### config.mk
export PLATFORM = sky130hd
export DESIGN_NAME = shift_iter_flat
export DESIGN_NICKNAME = d
export VERILOG_FILES = /design/src/rtl/shift_pkg.sv /design/src/rtl/shift_iter_if.sv /design/src/rtl/shift_iter_step.sv /design/src/rtl/shift_iter.sv /design/src/flat_wrapper.sv
export SDC_FILE = /design/constraint.sdc
export NUM_CORES = 1
export LEC_CHECK = 0
export ABC_AREA = 0
export ABC_CLOCK_PERIOD_IN_PS = 5100
export BUFFER_PORTS_ARGS = -buffer_cell sky130_fd_sc_hd__buf_4
export CELL_PAD_IN_SITES_DETAIL_PLACEMENT = 1
export CELL_PAD_IN_SITES_GLOBAL_PLACEMENT = 1
export CORE_MARGIN = 4
export CORE_UTILIZATION = 36
export CTS_CLUSTER_DIAMETER = 30
export DETAILED_ROUTE_END_ITERATION = 6
export GPL_TIMING_DRIVEN = 0
export PLACE_DENSITY_LB_ADDON = 0.1
export SYNTH_ARGS = -nofsm -noshare
export SYNTH_HDL_FRONTEND = slang
export SYNTH_SLANG_ARGS = --single-unit
### constraint.sdc
create_clock -name clk -period 5.1 [get_ports clk]
set_clock_uncertainty 0.05 [all_clocks]
set_input_delay 0.51 -clock clk [delete_from_list [all_inputs] [get_ports clk]]
set_output_delay 0.51 -clock clk [all_outputs]
set_load 0.02 [all_outputs]
### src/rtl/shift_pkg.sv
// Shared constants for the iterative shifter: data width, op encodings, FSM states
// and the per-cycle step size helper.
package shift_pkg;

    localparam int DATA_W = 32;
    localparam int AMT_W  = 5;

    typedef logic [1:0] op_t;

    localparam op_t OP_SLL = 2'b00;
    localparam op_t OP_SRL = 2'b01;
    localparam op_t OP_SRA = 2'b10;
    localparam op_t OP_ROR = 2'b11;

    localparam logic [1:0] ST_IDLE  = 2'd0;
    localparam logic [1:0] ST_SHIFT = 2'd1;
    localparam logic [1:0] ST_DONE  = 2'd2;

    // Each SHIFT cycle moves two positions, or one when only one is left.
    function automatic logic [1:0] step_of(input logic [AMT_W-1:0] cnt);
        return (cnt >= AMT_W'(2)) ? 2'd2 : 2'd1;
    endfunction

endpackage

### src/rtl/shift_iter_if.sv
// Request/result bundle of the iterative shifter; master issues shifts, slave performs them.
interface shift_iter_if;
    import shift_pkg::*;

    logic              start;
    op_t               op;
    logic [AMT_W-1:0]  amt;
    logic [DATA_W-1:0] din;
    logic              busy;
    logic              done;
    logic [DATA_W-1:0] dout;

    modport master (output start, output op, output amt, output din,
                    input busy, input done, input dout);
    modport slave  (input start, input op, input amt, input din,
                    output busy, output done, output dout);

endinterface

### src/rtl/shift_iter_step.sv
// Combinational one-or-two position shift used once per SHIFT cycle.
// Rotate right for op=11 exists only when SHIFT_ROTATE_EN is defined; otherwise op=11 is SRL.
module shift_step
    import shift_pkg::*;
(
    input  logic [DATA_W-1:0] data,
    input  op_t               op,
    input  logic [1:0]        step,
    output logic [DATA_W-1:0] shifted
);

    logic [DATA_W-1:0] sll_c [1:2];
    logic [DATA_W-1:0] srl_c [1:2];
    logic [DATA_W-1:0] sra_c [1:2];
`ifdef SHIFT_ROTATE_EN
    logic [DATA_W-1:0] ror_c [1:2];
`endif

    genvar gi;
    generate
        for (gi = 1; gi <= 2; gi++) begin : g_step
            assign sll_c[gi] = {data[DATA_W-1-gi:0], {gi{1'b0}}};
            assign srl_c[gi] = {{gi{1'b0}}, data[DATA_W-1:gi]};
            // Bit 31 never changes under SRA, so it is still the captured sign.
            assign sra_c[gi] = {{gi{data[DATA_W-1]}}, data[DATA_W-1:gi]};
`ifdef SHIFT_ROTATE_EN
            assign ror_c[gi] = {data[gi-1:0], data[DATA_W-1:gi]};
`endif
        end
    endgenerate

    logic two;
    assign two = (step == 2'd2);

    always_comb begin
        shifted = data;
        case (op)
            OP_SLL:  shifted = two ? sll_c[2] : sll_c[1];
            OP_SRA:  shifted = two ? sra_c[2] : sra_c[1];
`ifdef SHIFT_ROTATE_EN
            OP_ROR:  shifted = two ? ror_c[2] : ror_c[1];
            default: shifted = two ? srl_c[2] : srl_c[1];
`else
            default: shifted = two ? srl_c[2] : srl_c[1];
`endif
        endcase
    end

endmodule

### src/rtl/shift_iter.sv
// Iterative 32-bit shifter: captures an operand, shifts up to two places per cycle,
// pulses done for one cycle. Optional rotate via SHIFT_ROTATE_EN (see shift_step).
module shift_iter
    import shift_pkg::*;
(
    input  logic         clk,
    input  logic         rst,
    shift_iter_if.slave  bus
);

    logic [1:0]        state_reg, state_next;
    logic [DATA_W-1:0] data_reg,  data_next;
    op_t               op_reg,    op_next;
    logic [AMT_W-1:0]  count_reg, count_next;

    logic [1:0]        step;
    logic [DATA_W-1:0] step_data;

    assign step = step_of(count_reg);

    shift_step u_step (
        .data    (data_reg),
        .op      (op_reg),
        .step    (step),
        .shifted (step_data)
    );

    always_comb begin
        state_next = state_reg;
        data_next  = data_reg;
        op_next    = op_reg;
        count_next = count_reg;
        case (state_reg)
            ST_SHIFT: begin
                data_next  = step_data;
                count_next = count_reg - {{(AMT_W-2){1'b0}}, step};
                if (count_next == '0)
                    state_next = ST_DONE;
            end
            ST_IDLE, ST_DONE: begin
                if (bus.start) begin
                    data_next  = bus.din;
                    op_next    = bus.op;
                    count_next = bus.amt;
                    state_next = (bus.amt == '0) ? ST_DONE : ST_SHIFT;
                end else begin
                    state_next = ST_IDLE;
                end
            end
            default: state_next = ST_IDLE;
        endcase
    end

    always_ff @(posedge clk) begin
        if (rst) begin
            state_reg <= ST_IDLE;
            data_reg  <= '0;
            op_reg    <= OP_SLL;
            count_reg <= '0;
        end else begin
            state_reg <= state_next;
            data_reg  <= data_next;
            op_reg    <= op_next;
            count_reg <= count_next;
        end
    end

    assign bus.busy = (state_reg == ST_SHIFT);
    assign bus.done = (state_reg == ST_DONE);
    assign bus.dout = data_reg;

endmodule

### src/flat_wrapper.sv
// flat-port wrapper written by rule: the top's interface ports become plain ports
module shift_iter_flat import shift_pkg::*;
  (clk, rst, bus_start, bus_op, bus_amt, bus_din, bus_busy, bus_done, bus_dout);
  shift_iter_if bus_i ();
  input  logic clk;
  input  logic rst;
  input wire logic [$bits(bus_i.start)-1:0] bus_start;
  input wire logic [$bits(bus_i.op)-1:0] bus_op;
  input wire logic [$bits(bus_i.amt)-1:0] bus_amt;
  input wire logic [$bits(bus_i.din)-1:0] bus_din;
  output wire logic [$bits(bus_i.busy)-1:0] bus_busy;
  output wire logic [$bits(bus_i.done)-1:0] bus_done;
  output wire logic [$bits(bus_i.dout)-1:0] bus_dout;
  assign bus_i.start = bus_start;
  assign bus_i.op = bus_op;
  assign bus_i.amt = bus_amt;
  assign bus_i.din = bus_din;
  assign bus_busy = bus_i.busy;
  assign bus_done = bus_i.done;
  assign bus_dout = bus_i.dout;
  shift_iter u_core (.clk(clk), .rst(rst), .bus(bus_i));
endmodule
==> flow_summary_export.csv <==
group,metric,value,unit
outcome,status,"finished clean",
sta,tightest_slew,0.912,ns
worst_hold_path,hold_start,"bus_op[0]",
finish,insertedDiodeCount,0,
sta,max-slew-margin-rel,38.6,%
floorplanning,die_w,92.3,um
clock_network,cts_buffers,5,
synthesis,synth-seq-area-share,32.1,%
setup_path,critPathArrivalTime,3.13,ns
floorplanning,core_area,6830,um^2
routing,drtPass1Iterations,4,
sta,fin_worst_hold_slack,0.404,ns
clock_network,post_cts_hold_buffers,0,
finish,drive_gt1_share,24.2,%
sta,slew_viol_final,0,
sta,grt_setup_unrepaired,"no",
grt,grt_max_degree,12,
synthesis,avgSynthCellArea,7.66,um^2
synthesis,synth.net_count,379,
finish,final_cell_mix,"buf_4 (75), nand2_1 (69), dfxtp_1 (41), a21oi_1 (34), a311oi_1 (23)",
finish,fillCellCount,902,
setup_path,crit_path_kind,"register to register",
sta,timing_hold_violations_final,0,
floorplanning,die_h,92.3,um
setup_path,endpoint_kind,"register",
synthesis,synth_seq_cells,41,
clock_network,latest_clock_arrival_within_the_worst_skew_pair,0.30,ns
sta,fmax,0.334,GHz
clock_network,post_cts.resized_instances,0,
setup_path,timing.critical_path.slowest_cell_delay,0.69,ns
setup_path,worstSetupStartpoint,"u_core.count_reg[2]",
grt,first_global_vias,3177,
pwr,total_leakage_power,1.30,nW
routing,vias,3027,
finish,multiInputGateArea,1570,um^2
routing,dr.max_layer_used,"met4",
finish,commonest_non_fill_non_tap_cell_in_the_layout,"buf_4",
routing,route.detailed.vias_per_inst,5.90,
setup_path,timing.rr.start,"u_core.count_reg[2]",
synthesis,synthDistinctLibCells,44,
setup_path,setup.worst_path.start_class,"register",
clock_network,cts_setup_buffers,0,
synthesis,cell_count_after_synthesis,334,
clock_network,cts.sink_count,41,
synthesis,ys_top_cells_by_area,"dfxtp_1 (32%), nand2_1 (10%), a311oi_1 (7.9%), a21oi_1 (6.7%), a22o_1 (6.2%)",
clock_network,cts-htree-levels,2,
routing,m1WireLength,4820,um
grt,first_pass_grt_wire_length,16900,um
setup_path,timing.critical_path.cells,"buf_6 > nor4_4 > inv_2 > buf_2 > fa_1 > inv_1 > nor4_1 > a31oi_1 > o21a_1",
pwr,power_density,362,nW/um^2
synthesis,synth.cell_area,2560,um^2
pwr,total_design_power,1.20,mW
place,buffer_ports.inserted,75,
routing,wl_per_cell,20.5,um
routing,route.met2.wl,5020,um
worst_hold_path,worst_min_delay_path_category,"input port to register",
grt,grt_antenna_before_repair,0,
synthesis,netlist.area_leader.share,32.1,%
synthesis,yosys_warnings,0,
routing,drt_drc_violations_left,0,
clock_network,cts_root_buffer,"clkbuf_8",
finish,design.final.nets,461,
sta,min_period_over_period,58.7,%
place,gpl.final_weighted_congestion,0.857,
synthesis,synthDominantAreaCellType,"dfxtp_1",
setup_path,timing.critical_path.required,5.24,ns
routing,detailedRoute.firstIterationViolations,157,
floorplanning,start_util,37.5,%
setup_path,critPathSlowestCell,"nor4_4",
sta,fin_setup_tns,0,ns
sta,final-setup-viol-count,0,
clock_network,tritoncts_clock_tree,"yes",
setup_path,worstPathMaxFanout,10,
sta,min_period,2.99,ns
job,cap_viol_max_count,0,
finish,area_grow_syn2layout,29.8,%
place,hpwlAfterDp,7670,um
routing,detailroute.wirelength.met3,574,um
finish,final-seq-area,821,um^2
floorplanning,placementRows,30,
grt,gr-total-overflow,0,
clock_network,max-clock-path-buffers,2,
finish,number_of_flip_flops_under_the_largest_register_name,32,
grt,track_usage,25.3,%
routing,postRouteAntennaNets,0,
finish,instances_no_fill,513,
pwr,vdd.ir_drop.worst,0.123,mV
floorplanning,ioPinCount,76,
clock_network,worst_setup_hold_path_clk_slew,0.08,ns
floorplanning,die_area,8520,um^2
routing,routed_wl,10500,um
place,numPlacedInstances,505,
==> Yosys cell counts, drive strengths merged <==
cell type / instances
a221oi: 1
inv: 8
a22o: 18
o221a: 1
nor4: 2
nor3b: 1
mux2i: 3
or3b: 1
a211oi: 6
xor2: 1
a311oi: 24
a31oi: 3
nor2b: 5
fa: 1
nand2b: 2
a21oi: 35
nor4b: 1
a311o: 1
nand2: 69
dfxtp: 41
ha: 2
nor3: 2
or2: 1
o21ai: 14
nor2: 17
xnor2: 1
buf: 15
nand3: 18
nand4: 1
o221ai: 1
o31ai: 1
a221o: 2
a21o: 19
or4: 2
clkbuf: 12
o21a: 2
==> layout make-up <==
class / instances / share of cell area, %
Buffer: 27 / 4.22
Clock buffer: 8 / 2.41
Inverter: 8 / 0.904
Multi-Input combinational cell: 258 / 47.2
Sequential cell: 41 / 24.7
Tap cell: 96 / 3.62
Timing Repair Buffer: 75 / 16.9
==> through the flow <==
| stage | worst slack (ns) | instance area (um^2) | util (%) |
|---|---|---|---|
| 6_report | 2.11 | 3320 | 48.6 |
| 5_1_grt | 1.95 | 3320 | 48.6 |
| 4_1_cts | 2.11 | 3320 | 48.6 |
| 3_5_place_dp | 2.12 | 3240 | 47.5 |
| 3_3_place_gp | 2.15 | 3240 | 47.5 |
| 2_1_floorplan | 2.53 | 2560 | - |
==> power by group <==
group	switching (mW)	total, mW	internal (mW)
clock network	0.120	0.218	0.0976
logic	0.344	0.555	0.212
registers	0.0603	0.430	0.370
==> path summary, 6_finish.rpt <==
| check | to | slack [ns] | cells after the start |
|---|---|---|---|
| setup / recovery | u_core.state_reg[0] | 2.11 | 9 |
| hold reg to reg | u_core.count_reg[0] | 0.46 | 2 |
| hold / removal | u_core.op_reg[0] | 0.40 | 3 |
| setup reg to reg | u_core.state_reg[0] | 2.11 | 9 |
==> metal layers <==
layer	track usage, %	vias to the layer above
met4	6.06	0
met1	34.6	1513
met2	41.4	100
li1	-	1403
met3	4.39	11
met5	0	-
==> kinds of logic after synthesis <==
group	count (synthesis)	synth area share, %
adders and majority gates	3	1.76
and+or+nand+nor	122	21.8
AOI/OAI and AO/OA	128	35.8
muxes	3	1.17
xor gates and xnor gates	2	0.685
DFF	41	32.1
buffers and inverters	35	6.65
==> worst max-delay path: cells and delay by family (launching register included) <==
kind	cells	cell delay (ns)
AOI/OAI and AO/OA	2	0.34
adders and majority gates	1	0.57
buffers and inverters	4	0.59
DFF	1	0.31
and+or+nand+nor	2	1.02
(Power assumes the default switching activity.)
